**src/rtl/rv_pkg.sv**
```systemverilog
// Shared RV core constants and typedefs (register file, writeback, issue).
package rv_pkg;

    localparam int unsigned RV_XLEN = 32;
    localparam int unsigned RV_AW   = 5;
    localparam int unsigned RV_NREG = 1 << RV_AW;

    typedef logic [RV_AW-1:0]   reg_addr_t;
    typedef logic [RV_XLEN-1:0] xlen_t;
    typedef logic [31:0]        stall_cnt_t;

    localparam stall_cnt_t STALL_MAX = '1;

endpackage

```
**src/rtl/hazard_scoreboard.sv**
```systemverilog
// Per-register busy scoreboard: tracks in-flight destinations and flags
// RAW (rs1/rs2) and WAW (rd) hazards against them.
module hazard_scoreboard
    import rv_pkg::*;
#(
    parameter int unsigned AW = RV_AW
) (
    input  logic          i_clk,
    input  logic          i_rst_n,
    input  logic [AW-1:0] i_rs1,
    input  logic [AW-1:0] i_rs2,
    input  logic [AW-1:0] i_rd,
    input  logic          i_use_rs1,
    input  logic          i_use_rs2,
    input  logic          i_rd_we,
    input  logic          i_set_en,
    input  logic          i_wb_clr,
    input  logic [AW-1:0] i_wb_rd,
    input  logic          i_fl_clr,
    input  logic [AW-1:0] i_fl_rd,
    output logic          o_hz1,
    output logic          o_hz2,
    output logic          o_hzw
);

    localparam int unsigned NREG = 1 << AW;

    logic [NREG-1:0] r_busy;
    logic [NREG-1:0] w_set_mask;
    logic [NREG-1:0] w_clr_mask;
    logic [NREG-1:0] w_fl_mask;
    logic [NREG-1:0] w_effbusy;
    logic [NREG-1:0] w_busy_nxt;

    // Decode set / writeback-clear / flush-clear requests into one-hot masks
    always_comb begin
        w_set_mask = '0;
        w_clr_mask = '0;
        w_fl_mask  = '0;
        if (i_set_en && i_rd_we && (i_rd != '0))
            w_set_mask[i_rd] = 1'b1;
        if (i_wb_clr)
            w_clr_mask[i_wb_rd] = 1'b1;
        if (i_fl_clr && (i_fl_rd != '0))
            w_fl_mask[i_fl_rd] = 1'b1;
    end

    // A register being written back this cycle is already free for readers
    assign w_effbusy = r_busy & ~w_clr_mask;

    assign o_hz1 = i_use_rs1 && (i_rs1 != '0) && w_effbusy[i_rs1];
    assign o_hz2 = i_use_rs2 && (i_rs2 != '0) && w_effbusy[i_rs2];
    assign o_hzw = i_rd_we   && (i_rd  != '0) && w_effbusy[i_rd];

    // Set wins over a same-cycle clear (WAW release re-claiming the register)
    assign w_busy_nxt = (r_busy & ~w_clr_mask & ~w_fl_mask) | w_set_mask;

    // Busy vector; x0 never tracked
    always_ff @(posedge i_clk or negedge i_rst_n) begin
        if (!i_rst_n)
            r_busy <= '0;
        else
            r_busy <= {w_busy_nxt[NREG-1:1], 1'b0};
    end

endmodule

```
**src/rtl/operand_fetch.sv**
```systemverilog
// Issue stage: register-file read, writeback bypass, hazard stall and a
// single registered output slot towards EX.
module operand_fetch
    import rv_pkg::*;
#(
    parameter int unsigned XLEN = RV_XLEN,
    parameter int unsigned AW   = RV_AW
) (
    input  logic            clk,
    input  logic            rst_n,
    input  logic            id_valid,
    output logic            id_ready,
    input  logic [AW-1:0]   id_rs1,
    input  logic [AW-1:0]   id_rs2,
    input  logic            id_use_rs1,
    input  logic            id_use_rs2,
    input  logic [AW-1:0]   id_rd,
    input  logic            id_rd_we,
    output logic [AW-1:0]   rR1,
    output logic [AW-1:0]   rR2,
    input  logic [XLEN-1:0] rD1,
    input  logic [XLEN-1:0] rD2,
    input  logic            wb_we,
    input  logic [AW-1:0]   wb_rd,
    input  logic [XLEN-1:0] wb_data,
    output logic            ex_valid,
    input  logic            ex_ready,
    output logic [XLEN-1:0] ex_op1,
    output logic [XLEN-1:0] ex_op2,
    output logic [AW-1:0]   ex_rd,
    output logic            ex_rd_we,
    input  logic            flush,
    output logic [31:0]     stall_cnt
);

    logic            w_wb_clr;
    logic            w_hz1;
    logic            w_hz2;
    logic            w_hzw;
    logic            w_slot_free;
    logic            w_issue;
    logic            w_fl_clr;
    logic [XLEN-1:0] w_op1;
    logic [XLEN-1:0] w_op2;

    logic            r_ex_valid;
    logic [XLEN-1:0] r_ex_op1;
    logic [XLEN-1:0] r_ex_op2;
    logic [AW-1:0]   r_ex_rd;
    logic            r_ex_rd_we;
    stall_cnt_t      r_stall_cnt;

    assign rR1 = id_rs1;
    assign rR2 = id_rs2;

    assign w_wb_clr    = wb_we && (wb_rd != '0);
    assign w_slot_free = !r_ex_valid || ex_ready;
    assign id_ready    = id_valid && w_slot_free && !w_hz1 && !w_hz2 && !w_hzw && !flush;
    assign w_issue     = id_ready;
    assign w_fl_clr    = flush && r_ex_valid && r_ex_rd_we;

    hazard_scoreboard #(
        .AW (AW)
    ) u_sb (
        .i_clk     (clk),
        .i_rst_n   (rst_n),
        .i_rs1     (id_rs1),
        .i_rs2     (id_rs2),
        .i_rd      (id_rd),
        .i_use_rs1 (id_use_rs1),
        .i_use_rs2 (id_use_rs2),
        .i_rd_we   (id_rd_we),
        .i_set_en  (w_issue),
        .i_wb_clr  (w_wb_clr),
        .i_wb_rd   (wb_rd),
        .i_fl_clr  (w_fl_clr),
        .i_fl_rd   (r_ex_rd),
        .o_hz1     (w_hz1),
        .o_hz2     (w_hz2),
        .o_hzw     (w_hzw)
    );

    // Operand select: x0 -> 0, same-cycle writeback bypass, else register file
    always_comb begin
        w_op1 = rD1;
        w_op2 = rD2;
        if (id_rs1 == '0)
            w_op1 = '0;
        else if (w_wb_clr && (wb_rd == id_rs1))
            w_op1 = wb_data;
        if (id_rs2 == '0)
            w_op2 = '0;
        else if (w_wb_clr && (wb_rd == id_rs2))
            w_op2 = wb_data;
    end

    // Output slot: flush kills, issue loads, consume empties, otherwise hold
    always_ff @(posedge clk or negedge rst_n) begin
        if (!rst_n) begin
            r_ex_valid <= 1'b0;
            r_ex_op1   <= '0;
            r_ex_op2   <= '0;
            r_ex_rd    <= '0;
            r_ex_rd_we <= 1'b0;
        end else if (flush) begin
            r_ex_valid <= 1'b0;
        end else if (w_issue) begin
            r_ex_valid <= 1'b1;
            r_ex_op1   <= w_op1;
            r_ex_op2   <= w_op2;
            r_ex_rd    <= id_rd;
            r_ex_rd_we <= id_rd_we;
        end else if (ex_ready) begin
            r_ex_valid <= 1'b0;
        end
    end

    // Saturating count of cycles where decode is held back (flush excluded)
    always_ff @(posedge clk or negedge rst_n) begin
        if (!rst_n)
            r_stall_cnt <= '0;
        else if (id_valid && !id_ready && !flush && (r_stall_cnt != STALL_MAX))
            r_stall_cnt <= r_stall_cnt + 32'd1;
    end

    assign ex_valid  = r_ex_valid;
    assign ex_op1    = r_ex_op1;
    assign ex_op2    = r_ex_op2;
    assign ex_rd     = r_ex_rd;
    assign ex_rd_we  = r_ex_rd_we;
    assign stall_cnt = r_stall_cnt;

endmodule

```
**config.mk**
```make
export PLATFORM = sky130hd
export DESIGN_NAME = operand_fetch
export DESIGN_NICKNAME = d
export VERILOG_FILES = /design/src/rtl/rv_pkg.sv /design/src/rtl/hazard_scoreboard.sv /design/src/rtl/operand_fetch.sv
export SDC_FILE = /design/constraint.sdc
export NUM_CORES = 1
export LEC_CHECK = 0
export CORE_ASPECT_RATIO = 0.6
export CORE_UTILIZATION = 50
export CTS_BUF_LIST = sky130_fd_sc_hd__clkbuf_4 sky130_fd_sc_hd__clkbuf_8
export DETAILED_ROUTE_END_ITERATION = 16
export DONT_BUFFER_PORTS = 1
export HOLD_SLACK_MARGIN = 0.15
export PLACE_DENSITY = 0.65
export SETUP_SLACK_MARGIN = 0.5
export SYNTH_ARGS = -nofsm -noshare
export SYNTH_HDL_FRONTEND = slang
export SYNTH_SLANG_ARGS = --single-unit
```
**constraint.sdc**
```tcl
create_clock -name clk -period 3.4 [get_ports clk]
set_input_delay 0.17 -clock clk [delete_from_list [all_inputs] [get_ports clk]]
set_output_delay 0.17 -clock clk [all_outputs]
set_load 0.01 [all_outputs]
```
# Yosys cells after proc, flatten, opt, wreduce, memory -nomap -nowiden
# Cells that the tools add are included.
op_classes:
  mul: 0
  reduce_logical: 41
  n_mux: 22
  n_bitwise: 6
  eq_ne: 3
  n_shift: 0
  div_mod_pow: 0
  add_sub_neg: 1
  order_cmp: 8
op_table:
  columns: ["operator", "count"]
  rows:
  - ["32-bit two-way mux", 7]
  - ["32-bit bitwise AND", 2]
  - ["32-bit NOT", 2]
  - ["32-bit by 1-bit adder with 32-bit output (second input constant)", 1]
  - ["32-bit != test (second input constant)", 1]
  - ["32-bit OR", 1]
  - ["5-bit by 6-bit less-than comparator with 1-bit output (second input constant)", 5]
  - ["1-bit logical AND", 25]
  - ["5-bit nonzero test", 5]
  - ["1-bit binary-select mux with 5-bit select", 3]
  - ["1-bit demux with 5-bit select", 3]
  - ["5-bit by 1-bit greater-or-equal comparator with 1-bit output (second input constant)", 3]
  - ["5-bit == test", 2]
  - ["5-bit zero test", 2]
  - ["1-bit two-way mux", 9]
  - ["1-bit zero test", 6]
  - ["3-bit nonzero test", 1]
  - ["2-bit AND reduction", 1]
  - ["1-bit logical OR", 1]
  - ["1-bit NOT", 1]
totals:
  ramBits: 0
  mem_count: 0
  romBits: 0
  out_inout_bits: 114
  word_cells: 88
  reg_bits: 134
  latchBits: 0
  input_bits: 125

# Logic depth before layout (Yosys ltp)
depth:
  ltp_word: 19
  ltp_mapped: 14
  mapped_depth_nobuf: 9

# By module
# A second synthesis with hierarchy kept.
hier_totals:
  cells_unflattened: 849
  area_unflattened_um2: 8125.3
by_module_without_submodules:
  columns: ["module", "area_per_inst_um2", "cells_each", "n_inst"]
  rows:
  - ["operand_fetch", 5107.4, 485, 1]
  - ["hazard_scoreboard", 3017.9, 364, 1]

# Worst setup path before layout
# No wires, ideal clock.
synth_path:
  path_kind: "reg2reg"
  from: "register r_stall_cnt[0], in the netlist stall_cnt[0]"
  to: "register r_stall_cnt[29], in the netlist stall_cnt[29]"
  slack_ns: 0.949
  path_buffers: 0
  t_required_ns: 3.273
  path_stages_with_launch: 10
  setup_time_ns: 0.127
  t_arrival_ns: 2.323
  cell_sequence: "dfrtp_1 -> ha_1 -> and2_1 -> nand4_1 -> or4_1 -> nor2_1 -> nor4_1 -> nor3b_1 -> nand4_1 -> xnor2_1"
synth_via:
  elab_chain_cells: 2
synth_lines:
  columns: ["item", "line", "source"]
  rows:
  - ["start: declaration", "operand_fetch.sv:51", "stall_cnt_t r_stall_cnt;"]
  - ["start signal: assignment", "operand_fetch.sv:123", "r_stall_cnt <= r_stall_cnt + 32'd1;"]
  - ["branches (longest 2 deep; another with 32-bit by 1-bit adder with 32-bit output)", null, null]
# Parallel ways; which one is timed is not known.
# A chain may end at the register's enable or synchronous reset.

# Final worst setup path
layout_path:
  from: "register u_sb.r_busy[28]"
  to: "register u_sb.r_busy[1]"
layout_via:
  elab_chain_cells: 13
layout_lines:
  columns: ["item", "line", "source"]
  rows:
  - ["start: declaration", "hazard_scoreboard.sv:28", "logic [NREG-1:0] r_busy;"]
  - ["start signal: assignment", "hazard_scoreboard.sv:63", "r_busy <= {w_busy_nxt[NREG-1:1], 1'b0};"]
  - ["32-bit bitwise AND *", "hazard_scoreboard.sv:49", "assign w_effbusy = r_busy & ~w_clr_mask;"]
  - ["1-bit binary-select mux with 5-bit select", "hazard_scoreboard.sv:51", "assign o_hz1 = i_use_rs1 && (i_rs1 != '0) && w_effbusy[i_rs1];"]
  - ["1-bit two-way mux (not written as such)", "hazard_scoreboard.sv:51", null]
  - ["1-bit logical AND", "hazard_scoreboard.sv:51", null]
  - ["1-bit zero test", "operand_fetch.sv:58", "assign id_ready = id_valid && w_slot_free && !w_hz1 && !w_hz2 && !w_hzw && !flush;"]
  - ["1-bit logical AND (2 in series)", "operand_fetch.sv:58", null]
  - ["1-bit logical AND * (2 in series)", "operand_fetch.sv:58", null]
  - ["1-bit logical AND * (2 in series)", "hazard_scoreboard.sv:40", "if (i_set_en && i_rd_we && (i_rd != '0))"]
  - ["32-bit two-way mux *", "hazard_scoreboard.sv:40", null]
  - ["32-bit OR *", "hazard_scoreboard.sv:56", "assign w_busy_nxt = (r_busy & ~w_clr_mask & ~w_fl_mask) | w_set_mask;"]
  - ["named net u_sb.w_busy_nxt[1]", "hazard_scoreboard.sv:33", "logic [NREG-1:0] w_busy_nxt;"]
# The timed path passes the listed nets; every way through them passes the cells marked *. The select of a mux whose other input is x is not followed.

==> results.md <==
Status:
- The run finished, with violations left.
- The final reports fail on hold timing.

Cells and area:
- In the final layout, the share of cells above drive strength 1 is 0.0885.
- The final layout contains 1,096 nets.
- In the layout the commonest cells are dlygate4sd3_1, dfrtp_1, nand2_1.
- The most common library cell in the layout ignoring fill and taps is dlygate4sd3_1.
- For this run, the number of standard cells in the final layout without fillers is 1,212.
- From synthesis to final layout, the design area changed by 23.6%.

Min path:
- The type of the tightest min-delay check is input port to async pin.

Timing:
- The total count of max-transition violations in the final report was 0.
- In the final timing run, aggregate negative setup slack is 0 ns.
- Between clock sinks in the finished design, the worst skew comes to 0.0211 ns.
- The total of endpoints with negative setup slack in the final report is 0.
- The number of failing hold endpoints at the final stage is 134.
- The worst slew margin relative to its limit is 0.142.
- The worst hold slack is -0.598 ns.
- The upper clock frequency limit is 0.348 GHz.
- After layout, the minimum clock period comes to 2.87 ns.
- The fraction of the cycle the final worst path needs is 0.846.
- Setup repair after global routing left no endpoint under its margin.
- The measured slew at the worst slew-check pin is 1.28 ns.

Place:
- Once detailed placement completed, the half-perimeter wirelength came to 18.9 mm.
- The total instance count after detailed placement is 1,028.
- The congestion estimate from routability-driven global placement came to 1.01.
- The number of port buffers is 0.

Floorplan:
- Measured along the y axis, the die boundary spans 102 um.
- In this run the count of I/O pins placed on the die edge is 239.
- The die covers 0.0172 mm2.
- From left edge to right edge, the die measures 169 um.
- The area of the core is 0.0163 mm2.
- The initial utilization of the core area, before any placement, comes to 0.513.
- The number of placement rows is 36.

Synthesis:
- The number of enable flip-flop cells after synthesis is 0.
- For this run, the leading register cell type out of synthesis is dfrtp_1.
- The number of register bits inferred by synthesis is 134.
- The portion of the post-synthesis area used by sequential elements is 0.402.
- In the synthesized netlist the async set-or-reset flop fraction comes to 1.00.
- In this run, distinct cell masters in the synthesized netlist total 68.
- The total of warnings raised by yosys is 0.
- The cell count after synthesis came out at 870.
- After synthesis, the mean cell area works out to 9.58 um2.
- In this run the cell area of the synthesized design comes to 0.00834 mm2.
- Counting every net in the synthesized netlist gives 996.

Global route:
- The via count of the first global-routing pass is 7,734.
- The first global-routing pass estimated 43.7 mm of wire.
- The total global routing track utilization is 0.334.
- The initial antenna violation count is 0.
- The total congestion overflow is 0.
- The largest net degree at the start of global routing is 135.

Route:
- The number of vias after detailed routing is 8,022.
- Dividing the detail-routed wire length by the instance count gives 24.6 um.
- Dividing the detail-routed via count by the number of cells gives 6.62.
- The first detailed-routing pass ran for 6 iterations.
- For this block, the routed nets add up to 29.8 mm of wire.
- The remaining number of nets flagged by the antenna check after routing is 0.
- The DRC violation total after the first TritonRoute iteration is 763.
- The remaining design rule violation count is 0.

Power:
- Power comes to 4820 uW.
- The maximum vdd ir drop is 344 uV.
- Dividing total power by cell area gives a power density of 468 mW/mm2.
- The cell leakage power is 0.00395 uW.

Clock tree:
- Counting along the longest clock path gives a buffer depth of 2.
- After clock tree synthesis, the clock-pin slew on the worst setup and hold paths is 0.09 ns.
- The clock insertion delay at the later pin of the skew report is 0.45 ns.
- The tree built by TritonCTS fans out to 134 sinks.
- The CTS tree is built.
- The total number of H-tree levels is 4.
- Clock tree synthesis selected as its root buffer the cell clkbuf_8.
- The number of buffers inserted during clock tree synthesis is 17.

Critical path:
- The data arrival time of the critical path is 3.24 ns.
- The endpoint identified for the worst register-to-register timing path is u_sb.r_busy[1]$_DFF_PN0_.
- The critical path is of the flip-flop to flip-flop type.
- The nature of the critical path endpoint is a flip-flop.
- The worst setup path is launched from a flip-flop.
- The depth of the worst register-to-register path is 10.
- In this run the worst path has a maximum fanout of 6.
- The startpoint identified for the worst register-to-register timing path is u_sb.r_busy[28]$_DFF_PN0_.
- The required time of the critical path is 3.76 ns.
- In this run the register-to-register setup slack is 0.53 ns.

Run:
- The tool flagged a number of max-cap violations equal to 0.
per-layer routing:
metal / share of wire / routed length [um] / vias to the layer above / GRT usage
met4: 0.036 / 1060 / 0 / 0.150
met3: 0.12 / 3560 / 106 / 0.122
met5: 0 / 0 / - / 0
li1: - / - / 3456 / -
met2: 0.43 / 12900 / 554 / 0.491
met1: 0.41 / 12300 / 3906 / 0.443
cell families after synthesis:
kind of cell / Yosys count / share of synthesized area
xor+xnor: 43 / 0.0479
buf+inv: 93 / 0.0594
flops: 134 / 0.402
mux: 107 / 0.131
compound gates: 201 / 0.173
fa+ha+maj: 1 / 0.00150
simple gates: 291 / 0.184
cell usage after synthesis (all sizes together) (8+ instances only):
cell type,instances,area [um2]
inv,13,48.8
mux2i,98,981
o21ai,39,195
nor2,40,150
nor3,13,75.1
o221ai,16,140
nand2b,15,93.8
nand2,100,375
buf,55,352
mux2,8,90.1
dfrtp,134,3350
and3,8,50.1
nand3,26,130
clkbuf,25,95.1
xnor2,39,364
nand3b,9,67.6
o22ai,15,93.8
nand4,24,150
a311oi,16,140
o31ai,68,510
metrics by stage:
stage / instance area [um2] / util / worst slack [ns] / hold WS [ns]
after global routing: 10300 / 0.633 / 0.477 / -0.627
after global placement: 8320 / 0.511 / 0.503 / -0.123
final: 10300 / 0.634 / 0.525 / -0.598
after floorplan: 8340 / - / 0.949 / -0.126
after detailed placement: 8320 / 0.511 / 0.390 / -0.124
after CTS: 10100 / 0.624 / 0.502 / -0.623
critical path, stage by stage (launching register included):
cell       delay (ns)
dfrtp_1          0.45
mux2i_2          0.26
nor4_1           0.10
a2111oi_2        0.40
nand4_1          0.18
nand4_1          0.15
o211ai_1         0.16
buf_4            0.19
buf_4            0.15
or3_1            0.51
o22ai_1          0.23
where the power goes:
group	leakage (uW)	internal (uW)	switching, uW
Clock	0.000183	535	723
Sequential	0.00174	1930	534
Combinational	0.00204	526	566
Total	0.00395	2990	1820
sequential cells by signal, indices dropped and copies added (netlist names):
signal / flops
ex_op1: 32
ex_op2: 32
ex_rd: 5
ex_rd_we: 1
ex_valid: 1
stall_cnt: 32
u_sb.r_busy: 31
worst max-delay path by stage:
| stage | from | end | slack, ns | cells after the start |
|---|---|---|---|---|
| 2_1_floorplan | stall_cnt[0]$_DFFE_PN0P_ | stall_cnt[29]$_DFFE_PN0P_ | 0.95 | 9 |
| 3_3_place_gp | u_sb.r_busy[2]$_DFF_PN0_ | ex_op1[28]$_DFFE_PN0P_ | 0.50 | 9 |
| 3_5_place_dp | u_sb.r_busy[2]$_DFF_PN0_ | ex_op2[25]$_DFFE_PN0P_ | 0.39 | 9 |
| 4_1_cts | wb_rd[3] | u_sb.r_busy[6]$_DFF_PN0_ | 0.50 | 11 |
| 5_1_grt | u_sb.r_busy[28]$_DFF_PN0_ | u_sb.r_busy[1]$_DFF_PN0_ | 0.48 | 10 |
| 6_report | u_sb.r_busy[28]$_DFF_PN0_ | u_sb.r_busy[1]$_DFF_PN0_ | 0.53 | 10 |
timing repair:
item,4_1_cts,5_1_grt
hold buffers,142,2
pin swaps,1,1
endpoints found under the hold margin,237,140
cloned,1,2
setup buffers,2,2
endpoints found under the setup margin,51,87
resized for setup,2,19
cell type report:
cell class / instances / area [um2]
flip-flops and latches: 134 / 3350
well taps: 228 / 285
fillers: 1300 / 5960
inverters: 13 / 48.8
diodes: 1 / 2.50
clock buffers: 17 / 234
clock inverters: 15 / 136
repair buffers: 161 / 1650
multi-input cells: 643 / 4590
(Power assumes the default switching activity.)
